File: src/rtl/canny_pkg.sv
// Shared types and helpers for the Canny Sobel gradient stage.
// THRESHOLD only takes effect when CANNY_THRESH_EN is defined.
package canny_pkg;

    localparam int DATA_W = 16;
    localparam int GRAD_W = DATA_W + 3;

    localparam logic [DATA_W-1:0] THRESHOLD = 16'd128;

    typedef logic signed [GRAD_W-1:0] grad_t;
    typedef logic        [GRAD_W:0]   wide_mag_t;

    // The centre pixel never contributes to a Sobel gradient, so it is not stored.
    typedef struct packed {
        logic [DATA_W-1:0] im11;
        logic [DATA_W-1:0] im12;
        logic [DATA_W-1:0] im13;
        logic [DATA_W-1:0] im21;
        logic [DATA_W-1:0] im23;
        logic [DATA_W-1:0] im31;
        logic [DATA_W-1:0] im32;
        logic [DATA_W-1:0] im33;
    } window_t;

    function automatic logic [DATA_W-1:0] sat_clamp(input wide_mag_t v);
        return (v > wide_mag_t'({DATA_W{1'b1}})) ? {DATA_W{1'b1}} : v[DATA_W-1:0];
    endfunction

endpackage

File: src/rtl/canny_edge_if.sv
// Pixel-window input and gradient-result output bundle for canny_edge.
interface canny_edge_if
    import canny_pkg::*;
();

    logic              start;
    logic [DATA_W-1:0] im11, im21, im31;
    logic [DATA_W-1:0] im12, im22, im32;
    logic [DATA_W-1:0] im13, im23, im33;

    logic [DATA_W-1:0] dx_out;
    logic              dx_out_sign;
    logic [DATA_W-1:0] dy_out;
    logic              dy_out_sign;
    logic [DATA_W-1:0] dxy;
    logic              data_occur;

    modport master (
        output start, im11, im21, im31, im12, im22, im32, im13, im23, im33,
        input  dx_out, dx_out_sign, dy_out, dy_out_sign, dxy, data_occur
    );

    modport slave (
        input  start, im11, im21, im31, im12, im22, im32, im13, im23, im33,
        output dx_out, dx_out_sign, dy_out, dy_out_sign, dxy, data_occur
    );

endinterface

File: src/rtl/canny_edge_sobel_kernel.sv
// One Sobel direction: (a + 2b + c) - (d + 2e + f) as a signed GRAD_W value.
module sobel_kernel
    import canny_pkg::*;
(
    input  logic [DATA_W-1:0] a,
    input  logic [DATA_W-1:0] b,
    input  logic [DATA_W-1:0] c,
    input  logic [DATA_W-1:0] d,
    input  logic [DATA_W-1:0] e,
    input  logic [DATA_W-1:0] f,
    output grad_t             g
);

    // Each weighted sum is at most 4*65535, which fits GRAD_W-1 bits, so the
    // difference cannot overflow the signed GRAD_W result.
    logic [GRAD_W-1:0] pos_sum;
    logic [GRAD_W-1:0] neg_sum;

    assign pos_sum = GRAD_W'(a) + (GRAD_W'(b) << 1) + GRAD_W'(c);
    assign neg_sum = GRAD_W'(d) + (GRAD_W'(e) << 1) + GRAD_W'(f);
    assign g       = grad_t'(pos_sum - neg_sum);

endmodule

File: src/rtl/canny_edge.sv
// Three-stage Sobel gradient pipeline: capture window, compute Gx/Gy, magnitude/sign.
// Define CANNY_THRESH_EN to turn dxy into a binary edge decision against THRESHOLD.
module canny_edge
    import canny_pkg::*;
(
    input  logic         clk,
    input  logic         reset,
    canny_edge_if.slave  bus
);

    window_t           win_q;
    logic              valid1;
    grad_t             gx, gy;
    grad_t             gx_q, gy_q;
    logic              valid2;
    logic [GRAD_W-1:0] abs_x, abs_y;
    wide_mag_t         mag_sum;
    logic [DATA_W-1:0] dxy_next;

    // NOTE: every pipeline register uses <= so all stages sample the previous
    // cycle's values on the same edge; blocking here would collapse stages.
    always_ff @(posedge clk or negedge reset) begin
        if (!reset) begin
            win_q  <= '0;
            valid1 <= 1'b0;
        end else begin
            valid1 <= bus.start;
            if (bus.start) begin
                win_q <= '{im11: bus.im11, im12: bus.im12, im13: bus.im13,
                           im21: bus.im21, im23: bus.im23,
                           im31: bus.im31, im32: bus.im32, im33: bus.im33};
            end
        end
    end

    sobel_kernel u_gx (
        .a(win_q.im13), .b(win_q.im23), .c(win_q.im33),
        .d(win_q.im11), .e(win_q.im21), .f(win_q.im31),
        .g(gx)
    );

    sobel_kernel u_gy (
        .a(win_q.im31), .b(win_q.im32), .c(win_q.im33),
        .d(win_q.im11), .e(win_q.im12), .f(win_q.im13),
        .g(gy)
    );

    always_ff @(posedge clk or negedge reset) begin
        if (!reset) begin
            gx_q   <= '0;
            gy_q   <= '0;
            valid2 <= 1'b0;
        end else begin
            valid2 <= valid1;
            if (valid1) begin
                gx_q <= gx;
                gy_q <= gy;
            end
        end
    end

    // Magnitudes stay unsaturated until after the L1 sum is formed.
    assign abs_x   = gx_q[GRAD_W-1] ? $unsigned(-gx_q) : $unsigned(gx_q);
    assign abs_y   = gy_q[GRAD_W-1] ? $unsigned(-gy_q) : $unsigned(gy_q);
    assign mag_sum = wide_mag_t'(abs_x) + wide_mag_t'(abs_y);

`ifdef CANNY_THRESH_EN
    assign dxy_next = (sat_clamp(mag_sum) > THRESHOLD) ? {DATA_W{1'b1}} : '0;
`else
    assign dxy_next = sat_clamp(mag_sum);
`endif

    always_ff @(posedge clk or negedge reset) begin
        if (!reset) begin
            bus.dx_out      <= '0;
            bus.dx_out_sign <= 1'b0;
            bus.dy_out      <= '0;
            bus.dy_out_sign <= 1'b0;
            bus.dxy         <= '0;
            bus.data_occur  <= 1'b0;
        end else begin
            bus.data_occur <= valid2;
            if (valid2) begin
                bus.dx_out      <= sat_clamp(wide_mag_t'(abs_x));
                bus.dx_out_sign <= gx_q[GRAD_W-1];
                bus.dy_out      <= sat_clamp(wide_mag_t'(abs_y));
                bus.dy_out_sign <= gy_q[GRAD_W-1];
                bus.dxy         <= dxy_next;
            end
        end
    end

endmodule

File: src/flat_wrapper.sv
// flat-port wrapper written by rule: the top's interface ports become plain ports
module canny_edge_flat import canny_pkg::*;
  (clk, reset, bus_start, bus_im11, bus_im21, bus_im31, bus_im12, bus_im22, bus_im32, bus_im13, bus_im23, bus_im33, bus_dx_out, bus_dx_out_sign, bus_dy_out, bus_dy_out_sign, bus_dxy, bus_data_occur);
  canny_edge_if bus_i ();
  input  logic clk;
  input  logic reset;
  input wire logic [$bits(bus_i.start)-1:0] bus_start;
  input wire logic [$bits(bus_i.im11)-1:0] bus_im11;
  input wire logic [$bits(bus_i.im21)-1:0] bus_im21;
  input wire logic [$bits(bus_i.im31)-1:0] bus_im31;
  input wire logic [$bits(bus_i.im12)-1:0] bus_im12;
  input wire logic [$bits(bus_i.im22)-1:0] bus_im22;
  input wire logic [$bits(bus_i.im32)-1:0] bus_im32;
  input wire logic [$bits(bus_i.im13)-1:0] bus_im13;
  input wire logic [$bits(bus_i.im23)-1:0] bus_im23;
  input wire logic [$bits(bus_i.im33)-1:0] bus_im33;
  output wire logic [$bits(bus_i.dx_out)-1:0] bus_dx_out;
  output wire logic [$bits(bus_i.dx_out_sign)-1:0] bus_dx_out_sign;
  output wire logic [$bits(bus_i.dy_out)-1:0] bus_dy_out;
  output wire logic [$bits(bus_i.dy_out_sign)-1:0] bus_dy_out_sign;
  output wire logic [$bits(bus_i.dxy)-1:0] bus_dxy;
  output wire logic [$bits(bus_i.data_occur)-1:0] bus_data_occur;
  assign bus_i.start = bus_start;
  assign bus_i.im11 = bus_im11;
  assign bus_i.im21 = bus_im21;
  assign bus_i.im31 = bus_im31;
  assign bus_i.im12 = bus_im12;
  assign bus_i.im22 = bus_im22;
  assign bus_i.im32 = bus_im32;
  assign bus_i.im13 = bus_im13;
  assign bus_i.im23 = bus_im23;
  assign bus_i.im33 = bus_im33;
  assign bus_dx_out = bus_i.dx_out;
  assign bus_dx_out_sign = bus_i.dx_out_sign;
  assign bus_dy_out = bus_i.dy_out;
  assign bus_dy_out_sign = bus_i.dy_out_sign;
  assign bus_dxy = bus_i.dxy;
  assign bus_data_occur = bus_i.data_occur;
  canny_edge u_core (.clk(clk), .reset(reset), .bus(bus_i));
endmodule
File: config.mk
export PLATFORM = sky130hd
export DESIGN_NAME = canny_edge_flat
export DESIGN_NICKNAME = d
export VERILOG_FILES = /design/src/rtl/canny_pkg.sv /design/src/rtl/canny_edge_if.sv /design/src/rtl/canny_edge_sobel_kernel.sv /design/src/rtl/canny_edge.sv /design/src/flat_wrapper.sv
export SDC_FILE = /design/constraint.sdc
export NUM_CORES = 1
export LEC_CHECK = 0
export BUFFER_PORTS_ARGS = -buffer_cell sky130_fd_sc_hd__buf_2
export CAP_MARGIN = 40
export CORE_MARGIN = 2
export CORE_UTILIZATION = 59
export DETAILED_ROUTE_END_ITERATION = 8
export MAX_ROUTING_LAYER = met4
export PLACE_DENSITY = 0.81
export RECOVER_POWER = 50
export SETUP_SLACK_MARGIN = 0.05
export SYNTH_ARGS = -nofsm -noshare
export SYNTH_HDL_FRONTEND = slang
export SYNTH_SLANG_ARGS = --single-unit
File: constraint.sdc
create_clock -name clk -period 7.4 [get_ports clk]
set_clock_uncertainty 0.15 [all_clocks]
set_input_delay 0 -clock clk [delete_from_list [all_inputs] [get_ports clk]]
set_output_delay 0 -clock clk [all_outputs]
set_load 0.03 [all_outputs]
-- Yosys cells after proc, flatten, opt, wreduce, memory -nomap -nowiden
Cells that the tools add are included.
- register bits after elaboration: 219
- input bits: 147
- output and inout bits: 51
- add/subtract/negate cells: 13
- $lt $le $gt $ge: 3
- muxes and demuxes: 5
- operators by type and width (kind ; count):
    $add A16 B17 Y18 ; 4
    $mux W16 ; 3
    $add A18 B16 Y19 ; 2
    $add A19 B16 Y19 ; 2
    $gt A19 B16 Y1 const B ; 2
    $mux W19 ; 2
    $neg A19 Y19 ; 2
    $sub A19 B19 Y19 ; 2
    $add A19 B19 Y20 ; 1
    $gt A20 B16 Y1 const B ; 1

-- Logic depth before layout (Yosys ltp)
Gate-level depths: netlist of run 1.
- depth in word-level cells: 5
- mapped depth: 23
- gate-level depth less buffers: 23

-- Hierarchy
Synthesis of run 1 repeated with hierarchy kept, for this count alone.
- cells, all modules: 1518
- area, all modules: 15946.5 um2
- modules (own cells, without submodules) (module ; instances ; cells each ; area each (um2)):
    canny_edge ; 1 ; 808 ; 10060.9
    sobel_kernel (u_core.u_gx) ; 1 ; 363 ; 2992.9
    sobel_kernel (u_core.u_gy) ; 1 ; 347 ; 2892.8

-- Least setup slack after synthesis of run 1
Ideal clock, no wire load.
- path kind: flip-flop to flip-flop
- start: reg u_core.win_q[113] (netlist bit)
- end: reg u_core.gx_q[14]
- setup time: 0.125 ns
- arrival time: 5.346 ns
- required time: 7.125 ns
- setup slack: 1.779 ns
- stages on the path, launching flop included: 23
- buffers on the path: 0
- period minus slack after synthesis: 5.621 ns
- cells stage by stage: dfrtp_1 -> ha_1 -> fa_1 -> a21o_1 -> a21o_1 -> a21oi_1 -> inv_1 -> a21oi_1 -> xor2_1 -> fa_1 -> fa_1 -> inv_1 -> fa_1 -> inv_1 -> ha_1 -> a21o_1 -> a21oi_1 -> nor2_1 -> or4_1 -> o221ai_1 -> o21ai_0 -> xor2_1 -> mux2_2
- cells in the longest elaborated chain, start to end: 3
- RTL lines (item ; RTL line ; text):
    from (decl) ; canny_edge.sv:11 ; window_t win_q;
    from (signal assigned) ; canny_edge.sv:29 ; win_q <= '{im11: bus.im11, im12: bus.im12, im13: bus.im13,
    $add A16 B17 Y18 ; canny_edge_sobel_kernel.sv:20 ; assign neg_sum = GRAD_W'(d) + (GRAD_W'(e) << 1) + GRAD_W'(f);
    $add A19 B16 Y19 ; canny_edge_sobel_kernel.sv:20 ;
    $sub A19 B19 Y19 ; canny_edge_sobel_kernel.sv:21 ; assign g = grad_t'(pos_sum - neg_sum);
    to (signal assigned) ; canny_edge.sv:56 ; gx_q <= gx;
    to (decl) ; canny_edge.sv:14 ; grad_t gx_q, gy_q;
Every way passes these cells.
A chain may end at the register's enable or synchronous reset.

-- Worst setup path in the final report of run 1
Ends and elaborated chain as after synthesis.

==> results of run 1 <==
## sequential cells by signal, indices dropped and copies added (netlist names)
name,cells
u_core.win_q,128
u_core.gx_q,19
u_core.gy_q,19
u_core.bus.dx_out,16
u_core.bus.dxy,16
u_core.bus.dy_out,16
u_core.bus.data_occur,1
u_core.bus.dx_out_sign,1
u_core.bus.dy_out_sign,1
u_core.valid1,1
u_core.valid2,1
## path summary, 6_finish.rpt
kind | from | to | slack (ns) | cells past startpoint
max | u_core.win_q[113] | u_core.gx_q[14] | 0.57 | 19
min | bus_im23[0] | u_core.win_q[48] | 0.07 | 3
max reg2reg | u_core.win_q[113] | u_core.gx_q[14] | 0.57 | 19
min reg2reg | u_core.bus.dx_out[7] | u_core.bus.dx_out[7] | 0.34 | 2
max in group asynchronous | reset | u_core.gx_q[14] | 2.24 | 4
min in group asynchronous | reset | u_core.gy_q[10] | 0.70 | 4
## cell families after synthesis
family,after synthesis
simple gates,350
mux,111
compound gates,284
buf+inv,234
fa+ha+maj,196
xor+xnor,96
flops,219
## critical path: cells and delay by family (launching register included)
family	cells	cell delay (ns)
adders and majority gates	6	2.52
AOI/OAI and AO/OA	7	2.11
muxes	1	0.26
xor gates and xnor gates	2	0.55
buffers and inverters	2	0.12
and+or+nand+nor	1	0.55
DFF	1	0.40
## cells in the final DEF (no fill, tap or decap), types with 5 or more instances in the layout
master / synthesis / routed
nand2_1: 106 / 106
nand3b_1: 9 / 9
fa_1: 97 / 97
clkbuf_1: 33 / 63
clkinv_2: 0 / 5
a21oi_2: 10 / 10
o41ai_1: 5 / 5
o21bai_1: 6 / 6
nor2_1: 103 / 103
o21a_1: 11 / 11
clkbuf_16: 0 / 25
o31ai_1: 9 / 9
a31oi_1: 10 / 10
o21ai_0: 80 / 80
or3_1: 8 / 8
xor2_1: 37 / 37
o2111ai_1: 6 / 6
dfrtp_1: 219 / 219
mux2_2: 111 / 108
inv_1: 190 / 190
buf_2: 2 / 128
nand4_1: 5 / 5
a21oi_1: 64 / 64
or2_2: 5 / 5
a21o_1: 21 / 21
nand3_1: 28 / 28
clkbuf_8: 0 / 7
o22a_1: 15 / 15
dlygate4sd3_1: 0 / 192
nand2b_1: 6 / 6
nor3_1: 31 / 31
nor4_1: 19 / 19
xnor2_1: 59 / 59
ha_1: 99 / 99
nor2b_1: 9 / 9
a211oi_1: 12 / 12
## routing by layer
layer,GRT usage [%],up-vias,wire (microns)
met4,17.7,0,2640
met2,60.3,721,22600
met3,6.04,218,3380
li1,-,5815,-
met5,-,-,0
met1,41.5,6326,17600
## through the flow
stage	cell area [sq um]	utilization (%)	worst slack, ns	hold slack (ns)
after global placement	16400	65.0	1.25	-0.125
after CTS	19200	76.2	1.01	0.00197
after floorplan	15200	-	1.78	-0.446
final	19000	75.6	0.570	0.0683
after global routing	19000	75.6	0.319	0.0954
after detailed placement	16500	65.4	1.12	-0.115
## area by class of cell
class / instances / area, sq um
Antenna cell: 3 / 7.51
Timing Repair Buffer: 385 / 2850
Multi-Input combinational cell: 1037 / 8790
Clock buffer: 35 / 733
Tap cell: 330 / 413
Sequential cell: 219 / 5480
Inverter: 191 / 717
Fill cell: 1527 / 6140
Clock inverter: 8 / 51.3
## repair_timing
| item | in CTS | in global routing |
|---|---|---|
| hold buffers | 193 | 0 |
| setup buffers | 0 | 0 |
| hold endpoints to repair | 231 | 0 |
| gates resized for setup | 0 | 0 |
==> reports/results.tsv, run 1 <==
metric	value	unit
die_area	27000	sq um
pin_count	198	
syn_area	15200	sq um
crit_fanout	5	
initial_core_util	60.2	%
vias_per_cell	5.92	
slew_headroom	-194	%
synth_top_family_by_area	adder cells	
wl_per_cell	20.9	microns
grt_start_max_net_pins	80	
start_kind	register	
synth_area_leader_cell	dfrtp_1	
worst_pin_slew	4.41	ns
final_max_slew_viol_count	342	
yosysSeqAreaShare	36.1	%
drive_above_1_share	16.5	%
hpwl	26800	microns
setup_violations	0	
path_clk_slew	0.07	ns
dp_cells	1969	
gp_congestion	0.901	
synth-simple-area-share	10.8	%
maxCapViolCount	5	
syn_avg_cell_area	10.2	sq um
crit_chain	ha_1 > fa_1 > a21o_1 > a21o_1 > a21oi_1 > o21ai_0 > a211oi_1 > xor2_1 > fa_1 > fa_1 > inv_1 > fa_1 > inv_1 > ha_1 > or4_1 > o221ai_1 > o21ai_0 > xor2_1 > mux2_2	
cts_made_buffers	25	
violations	max-capacitance violations, max-slew violations	
cts_tree	built	
rsz0062_at_grt	no	
synthTopCellsByCount	dfrtp_1 (219), inv_1 (190), mux2_2 (111), nand2_1 (106), nor2_1 (103)	
htreeDepth	1	
synth_fa_ha_area_share	21.0	%
synth_xor_area_share	5.54	%
synth_flop_cell	dfrtp_1	
dieHeight	164	microns
grtUsageTotal	35.7	%
yosys_warnings	0	
portBuffers	181	
tns	0	ns
yosys.cell_types.count	71	
slowest_delay	0.55	ns
area_growth	25.6	%
fmax	146	MHz
outcome	finished, violations left	
nets	2202	
wirelength	46200	microns
final_antenna_net_count	0	
required	7.65	ns
cts_max_path_buffers	3	
synth_compound_area_share	12.4	%
route.detailed.drc	0	
clk_latency	0.55	ns
end_kind	register	
dr.pass1.iters	5	
grt_pass1_wl	72100	microns
arrival	7.08	ns
async_reset_ff_share	100	%
yosys-top-cells-area	dfrtp_1 (36%), fa_1 (13%), mux2_2 (8.2%), ha_1 (8.2%), inv_1 (4.7%)	
synth_top_area_share	36.1	%
cts_root_buf	clkbuf_16	
overflow	0	
synthesis.nets	1833	
rows	58	
dieWidth	164	microns
critPathMostFrequentCell	fa_1	
timing.final.crit_share	92.3	%
grt_pass1_vias	13695	
criticalPathCategory	reg -> reg	
vias	13080	
synth_edf_count	0	
synth.most_common_cell	dfrtp_1	
core	25200	sq um
hold_violations	0	
antenna_found_initial	3	
postSynthCellCount	1490	
hold_path_class	in -> reg	
synth_mux_area_share	8.24	%
ys_ff_latch	219	
final_cell_count_no_fill	2208	
cp_slowest_cell	or4_1	
min_period	6.83	ns
cts_sinks	219	
drt_iter0_drc	1348	
Power of run 1 is not shown: default switching activity piles up to over one toggle a cycle in this logic, so the estimate is an artifact.
==> run 2, diff against run 1 <==
--- a/config.mk
+++ b/config.mk
@@ -7,7 +7,6 @@
 export LEC_CHECK = 0
 export BUFFER_PORTS_ARGS = -buffer_cell sky130_fd_sc_hd__buf_2
 export CAP_MARGIN = 40
-export CORE_MARGIN = 2
 export CORE_UTILIZATION = 59
 export DETAILED_ROUTE_END_ITERATION = 8
 export MAX_ROUTING_LAYER = met4
==> reports/results.tsv, run 2 (same netlist as run 1, synthesis figures left out) <==
metric	value	unit
outcome	finished, violations left	
violations	max-capacitance violations, max-slew violations	
cts_max_path_buffers	3	
cts_tree	built	
largest_reg_flops	128	
antenna_found_initial	0	
setup_violations	0	
hpwl	26600	microns
arrival	7.11	ns
rows	58	
criticalPathCategory	reg -> reg	
slew_headroom	-238	%
cts_sinks	219	
top_regs	u_core.win_q x128, u_core.gx_q x19, u_core.gy_q x19	
crit_fanout	6	
dieWidth	162	microns
cts_root_buf	clkbuf_16	
rsz0062_at_grt	no	
tns	0	ns
seqCellArea	5480	sq um
hold_violations	0	
final_cell_area	18900	sq um
overflow	0	
layout_commonest_cell	dfrtp_1	
worst_pin_slew	5.07	ns
dp_cells	1968	
die_area	26300	sq um
nFillCells	1541	
top_register	u_core.win_q	
area_growth	24.6	%
drive_above_1_share	16.4	%
slowest_delay	0.70	ns
fmax	147	MHz
r2r_cells	22	
portBuffers	181	
vias	13105	
crit_chain	ha_1 > inv_1 > fa_1 > nor2b_1 > o21ai_0 > a21boi_0 > o21ai_0 > a211o_1 > o2111ai_1 > a31oi_1 > xor2_1 > fa_1 > fa_1 > inv_1 > fa_1 > inv_1 > ha_1 > nand3_1 > a2111oi_0 > o21a_1 > o2111ai_1 > nand3_1	
grt_pass1_wl	72700	microns
final_cell_count_no_fill	2193	
min_period	6.80	ns
hold_path_class	in -> reg	
initial_core_util	60.2	%
required	7.71	ns
end_kind	register	
final_antenna_net_count	0	
dr.pass1.iters	5	
route.detailed.drc	0	
gp_congestion	0.926	
multi_input_area	8790	sq um
post-route-util	75.1	%
final_max_slew_viol_count	312	
hold_depth	4	
vias_per_cell	5.98	
cts_made_buffers	24	
grtUsageTotal	36.7	%
wirelength	45800	microns
dieHeight	162	microns
timing.final.crit_share	91.9	%
wl_per_cell	20.9	microns
placed_area	16400	sq um
cp_slowest_cell	a2111oi_0	
start_kind	register	
grt_start_max_net_pins	95	
core	25200	sq um
num_antenna_cells	0	
path_clk_slew	0.07	ns
pin_count	198	
clk_latency	0.55	ns
grt_pass1_vias	13753	
final_cell_mix	dfrtp_1 (219), inv_1 (190), dlygate4sd3_1 (180), buf_2 (128), mux2_2 (107)	
nets	2188	
drt_iter0_drc	1273	
critPathMostFrequentCell	fa_1	
maxCapViolCount	5	
htreeDepth	1	
[run 2: worst paths after layout]
check | startpoint | end | slack [ns]
hold reg to reg | u_core.bus.dx_out[9] | u_core.bus.dx_out[9] | 0.34
setup reg to reg | u_core.win_q[113] | u_core.gy_q[18] | 0.60
max in group asynchronous | reset | u_core.gx_q[16] | 1.65
hold / removal | bus_im31[0] | u_core.win_q[32] | 0.05
setup / recovery | u_core.win_q[113] | u_core.gy_q[18] | 0.60
min in group asynchronous | reset | u_core.win_q[84] | 0.74
[run 2: what timing repair did]
action / in CTS / in global routing
hold buffers: 181 / 0
buffers inserted: 0 / 0
gates resized for setup: 0 / 0
hold endpoints to repair: 231 / 0
[run 2: critical path, delay by kind of cell (launching register included)]
kind	cells	cell delay (ns)
AO/OA/AOI/OAI	9	2.67
adder cells (fa/ha/maj)	6	2.48
buffers and inverters	3	0.15
flip-flops	1	0.38
AND/OR/NAND/NOR	3	0.53
XOR/XNOR	1	0.33
[run 2: metal layers]
| metal | track usage [%] | vias to the layer above | share of wire, % |
|---|---|---|---|
| li1 | - | 5778 | - |
| met1 | 42.9 | 6372 | 37 |
| met2 | 62.2 | 759 | 50 |
| met3 | 6.18 | 196 | 8.1 |
| met4 | 16.4 | 0 | 4.8 |
| met5 | - | - | 0 |
[run 2: final cells by class]
cell class / count / area share, %
clock buffer: 37 / 3.71
clock inverter: 7 / 0.483
inverter: 191 / 3.79
multi-input combinational: 1037 / 46.5
sequential: 219 / 29.0
tap: 330 / 2.18
timing repair buffer: 372 / 14.3
[run 2: stage by stage]
step	setup WS [ns]	hold WS, ns
final	0.598	0.0495
after global routing	0.224	0.0913
after CTS	1.11	0.0463
after detailed placement	1.15	-0.0732
after global placement	1.24	-0.0696
after floorplan	1.78	-0.446
Power of run 2 is left out for the same reason.
